--- src/rtl/hv_adc_conv_ctrl.sv ---
// Schedules paired ADC1/ADC2 conversions on a period tick and runs a 4-phase
// soc/rdy handshake per channel with the analog macro, with timeout and overrun flags.
module hv_adc_conv_ctrl #(
  parameter int ADC_DW  = 10,
  parameter int PRD_DW  = 16,
  parameter int TMO_CYC = 255
) (
  input  logic              i_clk,
  input  logic              i_rst_n,
  input  logic              i_adc_en,
  input  logic [PRD_DW-1:0] i_period,
  output logic              o_dgt_ang_adc_soc,
  output logic              o_dgt_ang_adc_ch,
  input  logic              i_ang_dgt_adc_rdy,
  input  logic [ADC_DW-1:0] i_ang_dgt_adc_data,
  output logic [ADC_DW-1:0] o_adc1_data,
  output logic              o_adc1_vld,
  output logic [ADC_DW-1:0] o_adc2_data,
  output logic              o_adc2_vld,
  output logic              o_tmo_err,
  output logic              o_ovr_err
);

  localparam int TW = $clog2(TMO_CYC + 1);

  typedef enum logic [1:0] {IDLE, REQ, DROP} state_t;

  state_t            state;
  logic              rdy_meta;
  logic              sync_rdy;
  logic              sync_rdy_q;
  logic [PRD_DW-1:0] prd_cnt;
  logic [PRD_DW-1:0] prd_last;
  logic              tick;
  logic [TW-1:0]     tmo_cnt;
  logic              tmo_hit;
  logic              rdy_low;

  always_ff @(posedge i_clk or negedge i_rst_n) begin
    if (!i_rst_n) begin
      rdy_meta   <= 1'b0;
      sync_rdy   <= 1'b0;
      sync_rdy_q <= 1'b0;
    end else begin
      rdy_meta   <= i_ang_dgt_adc_rdy;
      sync_rdy   <= rdy_meta;
      sync_rdy_q <= sync_rdy;
    end
  end

  // Periods of 0 and 1 behave as 2, so the last count is never below 1.
  assign prd_last = (~|i_period[PRD_DW-1:1]) ? PRD_DW'(1) : i_period - PRD_DW'(1);
  assign tick     = i_adc_en && (prd_cnt == prd_last);

  always_ff @(posedge i_clk or negedge i_rst_n) begin
    if (!i_rst_n) begin
      prd_cnt <= '0;
    end else if (!i_adc_en || tick) begin
      prd_cnt <= '0;
    end else begin
      prd_cnt <= prd_cnt + PRD_DW'(1);
    end
  end

  assign tmo_hit = (tmo_cnt == TW'(TMO_CYC - 1));
  // Release needs two consecutive low samples so a short rdy glitch cannot advance DROP.
  assign rdy_low = !sync_rdy && !sync_rdy_q;

  always_ff @(posedge i_clk or negedge i_rst_n) begin
    if (!i_rst_n) begin
      state             <= IDLE;
      o_dgt_ang_adc_soc <= 1'b0;
      o_dgt_ang_adc_ch  <= 1'b0;
      tmo_cnt           <= '0;
      o_adc1_data       <= '0;
      o_adc1_vld        <= 1'b0;
      o_adc2_data       <= '0;
      o_adc2_vld        <= 1'b0;
      o_tmo_err         <= 1'b0;
      o_ovr_err         <= 1'b0;
    end else begin
      o_adc1_vld <= 1'b0;
      o_adc2_vld <= 1'b0;
      o_tmo_err  <= 1'b0;
      o_ovr_err  <= tick && ((state != IDLE) || sync_rdy);
      case (state)
        IDLE: begin
          tmo_cnt <= '0;
          if (tick && !sync_rdy) begin
            state             <= REQ;
            o_dgt_ang_adc_ch  <= 1'b0;
            o_dgt_ang_adc_soc <= 1'b1;
          end
        end
        REQ: begin
          if (tmo_hit) begin
            state             <= IDLE;
            o_dgt_ang_adc_soc <= 1'b0;
            o_dgt_ang_adc_ch  <= 1'b0;
            o_tmo_err         <= 1'b1;
            tmo_cnt           <= '0;
          end else if (sync_rdy) begin
            state             <= DROP;
            o_dgt_ang_adc_soc <= 1'b0;
            tmo_cnt           <= '0;
            if (!o_dgt_ang_adc_ch) begin
              o_adc1_data <= i_ang_dgt_adc_data;
              o_adc1_vld  <= 1'b1;
            end else begin
              o_adc2_data <= i_ang_dgt_adc_data;
              o_adc2_vld  <= 1'b1;
            end
          end else begin
            tmo_cnt <= tmo_cnt + TW'(1);
          end
        end
        DROP: begin
          if (tmo_hit) begin
            state            <= IDLE;
            o_dgt_ang_adc_ch <= 1'b0;
            o_tmo_err        <= 1'b1;
            tmo_cnt          <= '0;
          end else if (rdy_low) begin
            tmo_cnt <= '0;
            if (!o_dgt_ang_adc_ch) begin
              state             <= REQ;
              o_dgt_ang_adc_ch  <= 1'b1;
              o_dgt_ang_adc_soc <= 1'b1;
            end else begin
              state            <= IDLE;
              o_dgt_ang_adc_ch <= 1'b0;
            end
          end else begin
            tmo_cnt <= tmo_cnt + TW'(1);
          end
        end
        default: begin
          state             <= IDLE;
          o_dgt_ang_adc_soc <= 1'b0;
          o_dgt_ang_adc_ch  <= 1'b0;
          tmo_cnt           <= '0;
        end
      endcase
    end
  end

endmodule

--- config.mk ---
export PLATFORM = sky130hd
export DESIGN_NAME = hv_adc_conv_ctrl
export DESIGN_NICKNAME = d
export VERILOG_FILES = /design/src/rtl/hv_adc_conv_ctrl.sv
export SDC_FILE = /design/constraint.sdc
export NUM_CORES = 1
export LEC_CHECK = 0
export ABC_AREA = 1
export CORE_MARGIN = 2
export CORE_UTILIZATION = 45
export DETAILED_ROUTE_END_ITERATION = 10
export PLACE_DENSITY = 0.7
export SYNTH_ARGS = -nofsm -noshare
export SYNTH_HDL_FRONTEND = slang
export SYNTH_SLANG_ARGS = --single-unit
--- constraint.sdc ---
create_clock -name i_clk -period 2.1 [get_ports i_clk]
set_input_delay 0.315 -clock i_clk [delete_from_list [all_inputs] [get_ports i_clk]]
set_output_delay 0.315 -clock i_clk [all_outputs]
set_load 0.01 [all_outputs]
* Word level (Yosys, flattened, before mapping)
Cells that the tools add are included.
** Storage, ports and cells
- Register bits :: 55
- Latch bits :: 0
- Memory bits (writable) :: 0
- Bits in read-only memories :: 0
- Input bits :: 30
- Output and inout port bits :: 26
- Word-level logic and storage cells :: 84
- Memories :: 0
** Operators by class
- Add/sub/neg operators :: 3
- Multipliers :: 0
- Divide/modulo/power cells :: 0
- $lt $le $gt $ge :: 0
- Equal/unequal tests :: 11
- Shifts and indexed selects :: 0
- Mux-type cells :: 36
- Bitwise operators :: 2
- Reduce and logical (&&, ||, !) cells :: 18
** Operator list (number)
- 2-to-1 mux 16 bit :: 2
- 2-to-1 mux 8 bit :: 4
- 2-to-1 mux 1 bit :: 21
- adder 16 x 1 -> 16 bit, second input constant :: 1
- equality test 16 bit :: 1
- one-hot mux 8 bit (2 select lines) :: 1
- subtractor 16 x 1 -> 16 bit, second input constant :: 1
- OR reduction 15 bit :: 1
- 2-to-1 mux 2 bit :: 5
- != test 2 bit, second input constant :: 5
- adder 8 x 1 -> 8 bit, second input constant :: 1
- equality test 8 bit, second input constant :: 1
- AND reduction 4 bit :: 2
- != test 3 bit, second input constant :: 2
- one-hot mux 1 bit (3 select lines) :: 2
- one-hot mux 2 bit (3 select lines) :: 1
- AND reduction 3 bit :: 2
- AND reduction 5 bit :: 1
- logical AND 1 bit :: 4
- zero test 1 bit :: 3
- equality test 2 x 1 -> 1 bit, second input constant :: 1
- equality test 2 bit, second input constant :: 1
- zero test 2 bit :: 1
- logical OR 1 bit :: 2
- 3 further kinds :: 4

* Depth between registers and ports, before layout
Gate-level depths: netlist of run 1.
- Depth in word-level cells :: 7
- Gate-level depth with buffers :: 17

* Worst setup path after synthesis of run 1
No wires, ideal clock.
- Kind :: input to register
- Start point :: in i_period[0]
- End point :: reg prd_cnt[6]
- Setup time :: 0.134 ns
- Data arrival time :: 1.741 ns
- Required time :: 1.966 ns
- Setup slack :: 0.225 ns
- Cell stages on the path :: 16
- Path buffers :: 1
- Path through :: inv_1 -> ha_1 -> nand2_2 -> nor2_1 -> nand2_1 -> nand2_1 -> nand3_1 -> nand2_1 -> nand2_1 -> nor2_1 -> nand2_1 -> nor2_2 -> nand2_1 -> nand2_2 -> buf_6 -> nor3_2
** Between the ends
- Word-level cells in the longest chain between the ends :: 6
** Ends and longest elaborated chain
- start, declared :: line 11 : input logic [PRD_DW-1:0] i_period,
- subtractor 16 x 1 -> 16 bit :: line 52 : assign prd_last = (~|i_period[PRD_DW-1:1]) ? PRD_DW'(1) : i_period - PRD_DW'(1);
- 2-to-1 mux 16 bit :: line 52
- equality test 16 bit :: line 53 : assign tick = i_adc_en && (prd_cnt == prd_last);
- logical AND 1 bit :: line 53
- logical OR 1 bit :: line 58 : end else if (!i_adc_en || tick) begin
- 2-to-1 mux 16 bit :: line 58
- end signal, assigned :: line 61 : prd_cnt <= prd_cnt + PRD_DW'(1);
- end, declared :: line 32 : logic [PRD_DW-1:0] prd_cnt;
No other way between the ends.
A chain may end at the register's enable or synchronous reset.

* Final worst setup path of run 1
- Start point :: in i_period[8]
- End point :: reg o_dgt_ang_adc_soc
** Between the ends
- Word-level cells in the longest chain between the ends :: 7
- Elaborated cells between the ends (all ways) :: 8
- Those cells by class :: add/sub (1); eq/ne (2); mux (1); reduce/logical (4)
** Ends and longest elaborated chain
- subtractor 16 x 1 -> 16 bit / OR reduction 15 bit (equally long branches) :: line 52
- 2-to-1 mux 16 bit * :: line 52
- equality test 16 bit * :: line 53
- logical AND 1 bit * :: line 53
- logical AND 1 bit * :: line 89 : if (tick && !sync_rdy) begin
- != test 2 bit (no source line) *
- AND reduction 5 bit (no source line) *
- end signal, assigned :: line 92 : o_dgt_ang_adc_soc <= 1'b1;
- end signal, assigned :: line 98 : o_dgt_ang_adc_soc <= 1'b0;
- end signal, assigned :: line 104 : o_dgt_ang_adc_soc <= 1'b0;
- end, declared :: line 12 : output logic o_dgt_ang_adc_soc,
Mark *: on every way between the ends. The rest lies on a longest branch, timed or not.

==> out/qor.csv, run 1 <==
metric;value;unit
first-pass GRT wire length;12500;µm
DR iter-0 viols;96;
area grow syn2layout;40.8;%
Worst Clk Skew;8.87;ps
Cell variety after synth;29;
syn nets;462;
core area;6870;µm²
width of the die;88.8;µm
CTS hold repair buffers;0;
crit path kind;in2reg;
Congestion Overflow GR;0;
LEAKAGE;2.17;nW
DIE AREA;7880;µm²
Max IR drop VDD;0.606;mV
input/output buffers;55;
relative slew slack;55.0;%
Crit. End Element;flop;
worst min path class;in2async;
period utilization;94.2;%
IO Count;56;
DRT Pass-1 Iters;4;
max cap viols;0;
outcome;finished clean;
drt drc;0;
synthesized area per cell;7.63;µm²
top cell type's share of synthesized area;42.6;%
TritonCTS buffer count;5;
Final ANT Viol Nets;0;
row cnt;30;
Avg WL per Cell;12.0;µm
RSZ-0062 raised after global routing;true;
CP required;2310;ps
fin cells;627;
mean number of vias per cell;4.82;
FF+latch count, synth;55;
Inst Count DP;598;
HPWL after DPL;5160;µm
initial antenna violation count;0;
Max FO, Critical Path;8;
Detailed Route WL;7500;µm
Slew @ Worst Pin;675;ps
Setup WS post-layout;122;ps
post-synth top area cell;dfrtp_1;
setup_tns;0;ps
Synth area leaders;dfrtp_1 43%, nand2_1 13%, inv_1 6.4%;
Root Driver;clkbuf_8;
pin count of the biggest net entering global routing;56;
Clock transition at path regs;90;ps
layout cells sized above 1;25.2;%
pre-CTS WS;-517;ps
clock sinks;55;
Ant. Diodes;0;
commonest cells after routing, fill and taps aside;107 x nand2_1, 55 x dfrtp_1, 49 x inv_1;
hold_ws;119;ps
commonest non-fill, non-tap cell in the layout;nand2_1;
chip height;88.8;µm
f_max;506;MHz
max-slew violation count;0;
PwrDens;751;nW/µm²
initial core utilization;47.1;%
Mapped Cells;424;
Worst EP arrival;2180;ps
Fin. Hold Viols;0;
Yosys Warn Count;0;
Vias;3021;
H-tree lvl count;2;
CP Launch Type;primary input;
clk_lat worst skew;310;ps
Seq/Total Area, Yosys;42.6;%
CTS tree;done;
fin crit period;1980;ps
Synth Cell Area;3230;µm²
# nets final;568;
GP Congestion;0.826;
Fillers;582;
Final setup viols;0;
Clock Path Buffers;2;
number of global-route vias before repair;3009;
GRT Total Usage;19.8;%
-- repair_timing --
item	4_1_cts	5_1_grt
gates resized for setup	33	56
pin swaps	23	32
buffers inserted	8	10
endpoints found under the setup margin	20	23
gates cloned	2	1
-- worst paths after layout --
path,from,to,slack (ps),depth (start not counted)
worst max-delay path,i_period[8],o_dgt_ang_adc_soc,120,16
worst min-delay path,i_rst_n,o_adc1_data[5],120,2
worst max register to register,prd_cnt[0],prd_cnt[15],140,12
worst min register to register,rdy_meta,sync_rdy,360,0
max in group asynchronous,i_rst_n,state[0],1530,2
min in group i_clk,rdy_meta,sync_rdy,360,0
-- through the flow --
stage | utilization (%) | instance area, µm² | total power [mW]
after global placement | 59.8 | 4110 | 2.77
after detailed placement | 59.8 | 4110 | 2.80
final | 66.3 | 4550 | 3.42
after floorplan | - | 3230 | 2.09
after global routing | 66.3 | 4550 | 3.69
after CTS | 63.5 | 4360 | 3.43
-- critical path: stages --
cell and delay (ps):
dlygate4sd2_1 250, nor2_2 140, nand2_2 100, nor2_4 140
buf_12 170, nand2_8 80, nand3b_1 80, nand2_1 50
a21oi_1 150, nand2_1 120, nor2_4 150, nand4_1 120
nand2_2 140, nand2_1 70, nand2_1 70, nand2_1 40
-- power breakdown --
group          internal, mW  total, mW  leakage (nW)  switching [mW]
combinational         0.689       1.34          1.41           0.652
clock                 0.270      0.611        0.0474           0.341
sequential             1.30       1.47         0.706           0.163
-- synth_stat cells --
master and instances:
nand2_1 115, dfrtp_1 55, inv_1 55, nor2_1 48, nand3_1 29, o21ai_0 24, nand4_1 12, nor2_2 9
ha_1 8, xor2_1 8, nand2_2 7, a21oi_1 6, nand3b_1 5, nor3b_1 5, buf_6 4, clkbuf_1 4
nor3_1 4, nor3_2 4, nor3b_2 4, o21bai_1 4, nor2_4 3, inv_2 2, nand3_2 2, xnor2_1 2
a211oi_1 1, and2_1 1, nand2_4 1, nor4_1 1, nor4_2 1
-- area by class of cell --
cell class / instances / area [µm²] / area share [%]
tap: 96 / 120 / 2.64
sequential: 55 / 1380 / 30.2
clock inverter: 2 / 16.3 / 0.357
multi-input combinational: 307 / 1810 / 39.7
clock buffer: 6 / 82.6 / 1.81
inverter: 57 / 214 / 4.70
timing repair buffer: 104 / 937 / 20.6
-- cell families (layout without fill, tap and decap cells) --
logic type / count (synthesis) / count (layout) / share of synthesized area [%]
and+or+nand+nor: 251 / 254 / 37.3
xor gates and xnor gates: 10 / 10 / 2.71
buffers and inverters: 65 / 169 / 8.48
DFF: 55 / 55 / 42.6
adders and majority gates: 8 / 8 / 3.10
AOI/OAI and AO/OA: 35 / 35 / 5.81
-- registers in the layout (all words and copies together), names as in the netlist --
signal / flops
o_adc1_data: 10
o_adc1_vld: 1
o_adc2_data: 10
o_adc2_vld: 1
o_dgt_ang_adc_ch: 1
o_dgt_ang_adc_soc: 1
o_ovr_err: 1
o_tmo_err: 1
prd_cnt: 16
rdy_meta: 1
state: 2
sync_rdy: 1
sync_rdy_q: 1
tmo_cnt: 8
-- layer usage --
layer,part of all wire [%],global-route usage (%),vias to the layer above,wire (µm)
li1,-,-,1550,-
met1,43,23.0,1378,3200
met2,49,35.2,81,3710
met3,6.1,5.04,12,461
met4,1.8,6.75,0,133
met5,0,0,-,0
(Power assumes the default switching activity.)
==> inputs of run 2 (changes only) <==
HOLD_SLACK_MARGIN = 0.1   (was not set)
==> results of run 2 <==
No change in the layout: final DEF, timing and power equal those of run 1.
==> RTL edit 1, RTL diff (settings of run 2) <==
Change the parameter `PRD_DW` from 16 to 32.
--- a/src/rtl/hv_adc_conv_ctrl.sv
+++ b/src/rtl/hv_adc_conv_ctrl.sv
@@ -2,7 +2,7 @@
 // soc/rdy handshake per channel with the analog macro, with timeout and overrun flags.
 module hv_adc_conv_ctrl #(
   parameter int ADC_DW  = 10,
-  parameter int PRD_DW  = 16,
+  parameter int PRD_DW  = 32,
   parameter int TMO_CYC = 255
 ) (
   input  logic              i_clk,
Ports: changed (resized i_period); port bits go from 56 to 72. The function was not compared with the original's and may differ.
==> RTL edit 1 against run 2 <==
  * The flow now finishes with violations (negative setup slack)
  * Routed wire length rose to 2.8 times the old value
  * Synthesized area up 60%
  * Final area up 100%
  * Worst setup slack worse by 0.47 ns
  * Clock power rose to 2.6 times the old value
  * Register-to-register slack worse by 0.38 ns
  * Die area up 57%
  * Sequential cell count up 16
  * Total power up 16%
  * Maximum frequency down 19%
  * Global-route usage up 10 points
  * Critical path type unchanged
  * Critical endpoint is now prd_cnt[24]
  * Largest cell class unchanged
  * Largest power group is now clock
==> RTL edit 1: results (changes against run 2) <==
WP data arrival=2.67 ns (was 2.18 ns); CP Max Fanout=7 (was 8); Total GRT Usage=30.15% (was 19.76%); port buffer count=71 (was 55); sequential share of the synthesized area=34.39% (was 42.57%); setup slack after layout=-0.3483 ns (was 0.1221 ns); vias in the first global route=6337 (was 3009); switching portion of total power=26.31% (was 33.84%); routed len/inst=17.57 µm (was 11.96 µm); drt initial violations=465 (was 96); H-tree depth=3 (was 2); status=finished, violations left (was completed); CTS Buf Count=9 (was 5); Pleak=4.273 nW (was 2.166 nW); Finish-stage setup viols=37 (was 0); Critical Path Max Stage Delay=0.19 ns (was 0.25 ns); first-pass GRT wire length=30.18 mm (was 12.46 mm); layout cell share with drive strength beyond 1=46.91% (was 25.24%); placed inst area=7102 µm² (was 4109 µm²); Top Registers=prd_cnt x32, o_adc1_data x10, o_adc2_data x10 (was prd_cnt x16, o_adc1_data x10, o_adc2_data x10); Worst R2R Setup Slack=-0.24 ns (was 0.14 ns); dpl ws=-0.9355 ns (was -0.5171 ns); Mapped Cells=752 (was 424); skew final=0.009154 ns (was 0.008867 ns); filler cell count=705 (was 582); vias per cell=5.497 (was 4.818); Clk Latency, worst-skew pair=0.34 ns (was 0.31 ns); syn_nets=806 (was 462); largest cells by area after synthesis=dfrtp_1, nand2_1, nor2_1 (was dfrtp_1, nand2_1, inv_1); failing checks=negative setup slack; DRT Pass-1 Iters=5 (was 4); Placer Congestion=0.9059 (was 0.8264); CTS clock-pin slew for the worst setup and hold paths=0.06 ns (was 0.09 ns); fin cells=1194 (was 627); CP max stage cell=clkbuf_16 (was dlygate4sd2_1); HPWL after DPL=12.42 mm (was 5.156 mm); Worst Tran Pin Value=0.4239 ns (was 0.6751 ns); total placed cells including tap cells=1095 (was 598); number of library cell types mapped by synthesis=37 (was 29); leading cell types by count after synthesis=nand2_1, nor2_1, inv_1 (was nand2_1, dfrtp_1, inv_1)
-- RTL edit 1: changes by cell type in the layout (fill, tap and decap cells not counted), sizes merged, moves of 16 or more --
cell	delta
inv	+46
nand3	+25
xor2	+23
nand2	+88
buf	+203
dfrtp	+16
nor2	+80
nand4	+27
-- RTL edit 1: final timing paths --
check | from | cells past startpoint | endpoint
worst max-delay path | i_period[2] | 19 | prd_cnt[24]
min in group asynchronous | i_rst_n | 3 | prd_cnt[21]
worst max register to register | prd_cnt[0] | 17 | prd_cnt[22]
max in group asynchronous | i_rst_n | 3 | o_adc1_data[3]
worst min-delay path | rdy_meta | 0 | sync_rdy
worst min register to register | rdy_meta | 0 | sync_rdy
-- RTL edit 1: cells by family after synthesis --
| logic type | count (synthesis) | synth area share [%] |
|---|---|---|
| AND/OR/NAND/NOR | 478 | 42.92 |
| flip-flops | 71 | 34.39 |
| AO/OA/AOI/OAI | 45 | 4.844 |
| XOR/XNOR | 36 | 6.684 |
| buffers and inverters | 114 | 9.227 |
| adder cells (fa/ha/maj) | 8 | 1.938 |
-- RTL edit 1: per-stage QoR --
stage                      TNS, ns  hold slack (ns)  utilization (%)
final                       -11.75           0.3489            80.98
after detailed placement    -32.95           0.3379            62.73
after floorplan           -0.06087          0.01941                -
after global placement      -29.76           0.3350            62.73
after CTS                  -0.6172           0.3499            73.62
after global routing        -14.46           0.3666            80.98
-- RTL edit 1: repair_timing --
| action | in CTS | in global routing |
|---|---|---|
| hold buffers | 1 | 0 |
| gates resized for setup | 305 | 143 |
| hold endpoints to repair | 71 | 0 |
| pin swaps | 101 | 75 |
| setup endpoints to repair | 37 | 37 |
| gates cloned | 5 | 1 |
| buffers inserted | 51 | 32 |
-- RTL edit 1: power groups by stage --
stage	registers (mW)	logic (mW)	clock network, mW
detailed placement	1.50	0.693	0
floorplan	1.52	0.217	0
global route	1.48	0.961	1.66
finish	1.48	0.897	1.59
global placement	1.49	0.682	0
CTS	1.48	0.799	1.59
-- RTL edit 1: layer usage --
metal  GRT usage [%]  share of wire, %  vias to the layer above
li1                -                 -                     2983
met1           35.85                37                     3082
met2           52.72                49                      368
met3           5.577               7.3                      130
met4           14.32               6.8                        0
met5               0                 0                        -
-- RTL edit 1: final cells by class --
| cell class | count | area share, % |
|---|---|---|
| multi-input cells | 567 | 42.24 |
| repair buffers | 293 | 28.06 |
| flip-flops and latches | 71 | 19.38 |
| inverters | 101 | 4.395 |
| clock buffers | 14 | 2.989 |
| well taps | 143 | 1.952 |
| repair inverters | 3 | 0.5732 |
| clock inverters | 2 | 0.4094 |
-- RTL edit 1: critical path, delay by kind of cell --
family | cells | cell delay, ns
buffers and inverters | 5 | 0.66
AOI/OAI and AO/OA | 1 | 0.12
and+or+nand+nor | 13 | 1.54
==> RTL edit 2, RTL diff (config.mk and constraints of run 2) <==
Without the edit above. Register the output `o_tmo_err` once more, with the module's reset; this adds one clock of latency there. The other outputs are not delayed to match.
--- a/src/rtl/hv_adc_conv_ctrl.sv
+++ b/src/rtl/hv_adc_conv_ctrl.sv
@@ -24,6 +24,8 @@
   localparam int TW = $clog2(TMO_CYC + 1);
 
   typedef enum logic [1:0] {IDLE, REQ, DROP} state_t;
+
+  logic o_tmo_err_s0;
 
   state_t            state;
   logic              rdy_meta;
@@ -76,12 +78,12 @@
       o_adc1_vld        <= 1'b0;
       o_adc2_data       <= '0;
       o_adc2_vld        <= 1'b0;
-      o_tmo_err         <= 1'b0;
+      o_tmo_err_s0      <= 1'b0;
       o_ovr_err         <= 1'b0;
     end else begin
       o_adc1_vld <= 1'b0;
       o_adc2_vld <= 1'b0;
-      o_tmo_err  <= 1'b0;
+      o_tmo_err_s0 <= 1'b0;
       o_ovr_err  <= tick && ((state != IDLE) || sync_rdy);
       case (state)
         IDLE: begin
@@ -97,7 +99,7 @@
             state             <= IDLE;
             o_dgt_ang_adc_soc <= 1'b0;
             o_dgt_ang_adc_ch  <= 1'b0;
-            o_tmo_err         <= 1'b1;
+            o_tmo_err_s0      <= 1'b1;
             tmo_cnt           <= '0;
           end else if (sync_rdy) begin
             state             <= DROP;
@@ -118,7 +120,7 @@
           if (tmo_hit) begin
             state            <= IDLE;
             o_dgt_ang_adc_ch <= 1'b0;
-            o_tmo_err        <= 1'b1;
+            o_tmo_err_s0     <= 1'b1;
             tmo_cnt          <= '0;
           end else if (rdy_low) begin
             tmo_cnt <= '0;
@@ -144,5 +146,13 @@
     end
   end
 
+  always_ff @(posedge i_clk or negedge i_rst_n) begin
+    if (!i_rst_n) begin
+      o_tmo_err <= '0;
+    end else begin
+      o_tmo_err <= o_tmo_err_s0;
+    end
+  end
+
 endmodule
 
Function: no difference found for any inputs over 10 cycles, from zero or initial values and one cycle with i_rst_n low; that may be too few to reach the edited logic, so the function may still have changed.
==> RTL edit 2 against run 2 <==
  * Worst hold slack better by 0.23 ns
  * Synthesized area increased by 0.77%
  * Register-to-register slack improved by 0.04 ns
  * Total power is 3.5% higher
  * Worst setup slack gained 0.057 ns
  * Sequential cell count is 1 higher
  * Final area grew 0.25%
  * Count of clock-buffer cells in the layout fell by 1
  * Final cell count up 0.16%
  * Synthesized cell count rose by 0.24%
  * Routed wire length is 2.4% lower
  * Critical endpoint is now prd_cnt[14]
==> RTL edit 2: results (changes against run 2) <==
status=completed (unchanged); RR Startpoint=prd_cnt[0] (unchanged); Fin. Hold Viols=0 (unchanged); largest net degree at the start of global routing=30 (was 56); ys async rst share=100.0% (unchanged); CP Max Fanout=4 (was 8); vias in the first global route=2787 (was 3009); CTS Buf Count=5 (unchanged); sequential share of the synthesized area=43.01% (was 42.57%); number of library cell types mapped by synthesis=29 (unchanged); port buffer count=55 (unchanged); filler cell count=633 (was 582); placed inst area=4153 µm² (was 4109 µm²); routed wire length=7.325 mm (was 7.502 mm); leading cell types by count after synthesis=nand2_1, dfrtp_1, inv_1 (unchanged); vias=2984 (was 3021); largest cells by area after synthesis=dfrtp_1, nand2_1, inv_1 (unchanged); Placer Congestion=0.8012 (was 0.8264); reg2reg path depth=12 (unchanged); vias per cell=4.752 (was 4.818); total placed cells including tap cells=604 (was 598); skew final=0.007530 ns (was 0.008867 ns); first-pass GRT wire length=11.92 mm (was 12.46 mm); maximum vdd drop=0.8272 mV (was 0.6059 mV); nets=566 (was 568); Ant. Diodes=0 (unchanged); Worst R2R Setup Slack=0.18 ns (was 0.14 ns); H-tree depth=2 (unchanged); Total GRT Usage=18.63% (was 19.76%); hold_sp=o_tmo_err_s0; DRT Pass-1 Iters=4 (unchanged); layout cell share with drive strength beyond 1=24.20% (was 25.24%); WHS Path Cells=0; Bufs on Longest Clock Path=2 (unchanged); Synth Flop Type=dfrtp_1 (unchanged); syn avg cell area=7.666 µm² (was 7.625 µm²); hold slack final=0.3532 ns (was 0.1185 ns); drt initial violations=78 (was 96); Top Registers=prd_cnt x16, o_adc1_data x10, o_adc2_data x10 (unchanged); syn_nets=463 (was 462); yosys warns=0 (unchanged); RR Endpoint=prd_cnt[14] (was prd_cnt[15]); CTS clock-pin slew for the worst setup and hold paths=0.09 ns (about the same); Hold Crit Class=flip-flop to flip-flop (was input port to asynchronous set/reset pin); initial antenna violation count=0 (unchanged); hold endpoint=o_tmo_err; Pleak=2.228 nW (was 2.166 nW); MaxCap Viol Count=0 (unchanged); Clk Latency, worst-skew pair=0.30 ns; CTS Root Buffer Type=clkbuf_8 (unchanged); HPWL after DPL=5.300 mm (was 5.156 mm); Slew Limit Headroom=57.86% (was 54.99%)
RTL edit 2: cell type report:
cell class	instances	share of cell area, %
tap	99	2.715
inverter	57	4.689
clock buffer	5	1.508
timing repair buffer	102	20.59
sequential	56	30.71
clock inverter	3	0.9323
multi-input combinational	306	38.85
RTL edit 2: through the flow:
stage          utilization, %  setup slack, ns
6_report                63.94           0.1794
5_1_grt                 63.94         -0.02740
4_1_cts                 61.87         0.003695
3_5_place_dp            58.19          -0.4886
3_3_place_gp            58.19          -0.3930
2_1_floorplan               -           0.2250
RTL edit 2: worst max-delay path, stage by stage, from the launching register on:
cell     delay [ns]
dfrtp_1        0.42
ha_1           0.19
nand2_1        0.07
nor2_1         0.11
inv_2          0.07
nor4_4         0.18
nand3_2        0.12
nor3_1         0.14
inv_1          0.11
nor3_4         0.15
nand2_1        0.08
xor2_1         0.13
nor2_1         0.05
RTL edit 2: logic make-up after synthesis:
group                      count (synthesis)  share of synthesized area, %
and+or+nand+nor                          251                         37.06
buffers and inverters                     65                         8.410
DFF                                       56                         43.01
AOI/OAI and AO/OA                         35                         5.761
xor gates and xnor gates                  10                         2.688
adders and majority gates                  8                         3.072
RTL edit 2: what timing repair did:
item | in CTS | in global routing
pin swaps | 24 | 28
gates cloned | 2 | 0
hold buffers | 1 | 0
setup buffers | 6 | 8
gates resized for setup | 25 | 58
endpoints found under the setup margin | 20 | 29
hold endpoints to repair | 27 | 0
RTL edit 2: per-layer routing:
metal  part of all wire (%)  vias to the layer above  track usage (%)
li1                       -                     1551                -
met1                     44                     1360            22.62
met2                     50                       65            33.74
met3                    5.0                        8            4.247
met4                    1.0                        0            3.935
met5                      0                        -                0
RTL edit 2: report_power, final:
part / total, mW / internal [mW] / leakage, nW / switching (mW)
Clock: 0.687 / 0.353 / 0.0541 / 0.334
Sequential: 1.49 / 1.32 / 0.720 / 0.164
Combinational: 1.37 / 0.701 / 1.45 / 0.665
RTL edit 2: worst max-delay path by stage:
stage	startpoint	end	slack [ns]	cells after the start
after floorplan	i_period[0]	prd_cnt[6]	0.22	16
after global placement	i_period[11]	o_dgt_ang_adc_soc	-0.39	15
after detailed placement	i_period[0]	o_dgt_ang_adc_soc	-0.49	18
after CTS	i_period[9]	o_dgt_ang_adc_soc	0.004	16
after global routing	prd_cnt[0]	prd_cnt[15]	-0.03	12
final	prd_cnt[0]	prd_cnt[14]	0.18	12
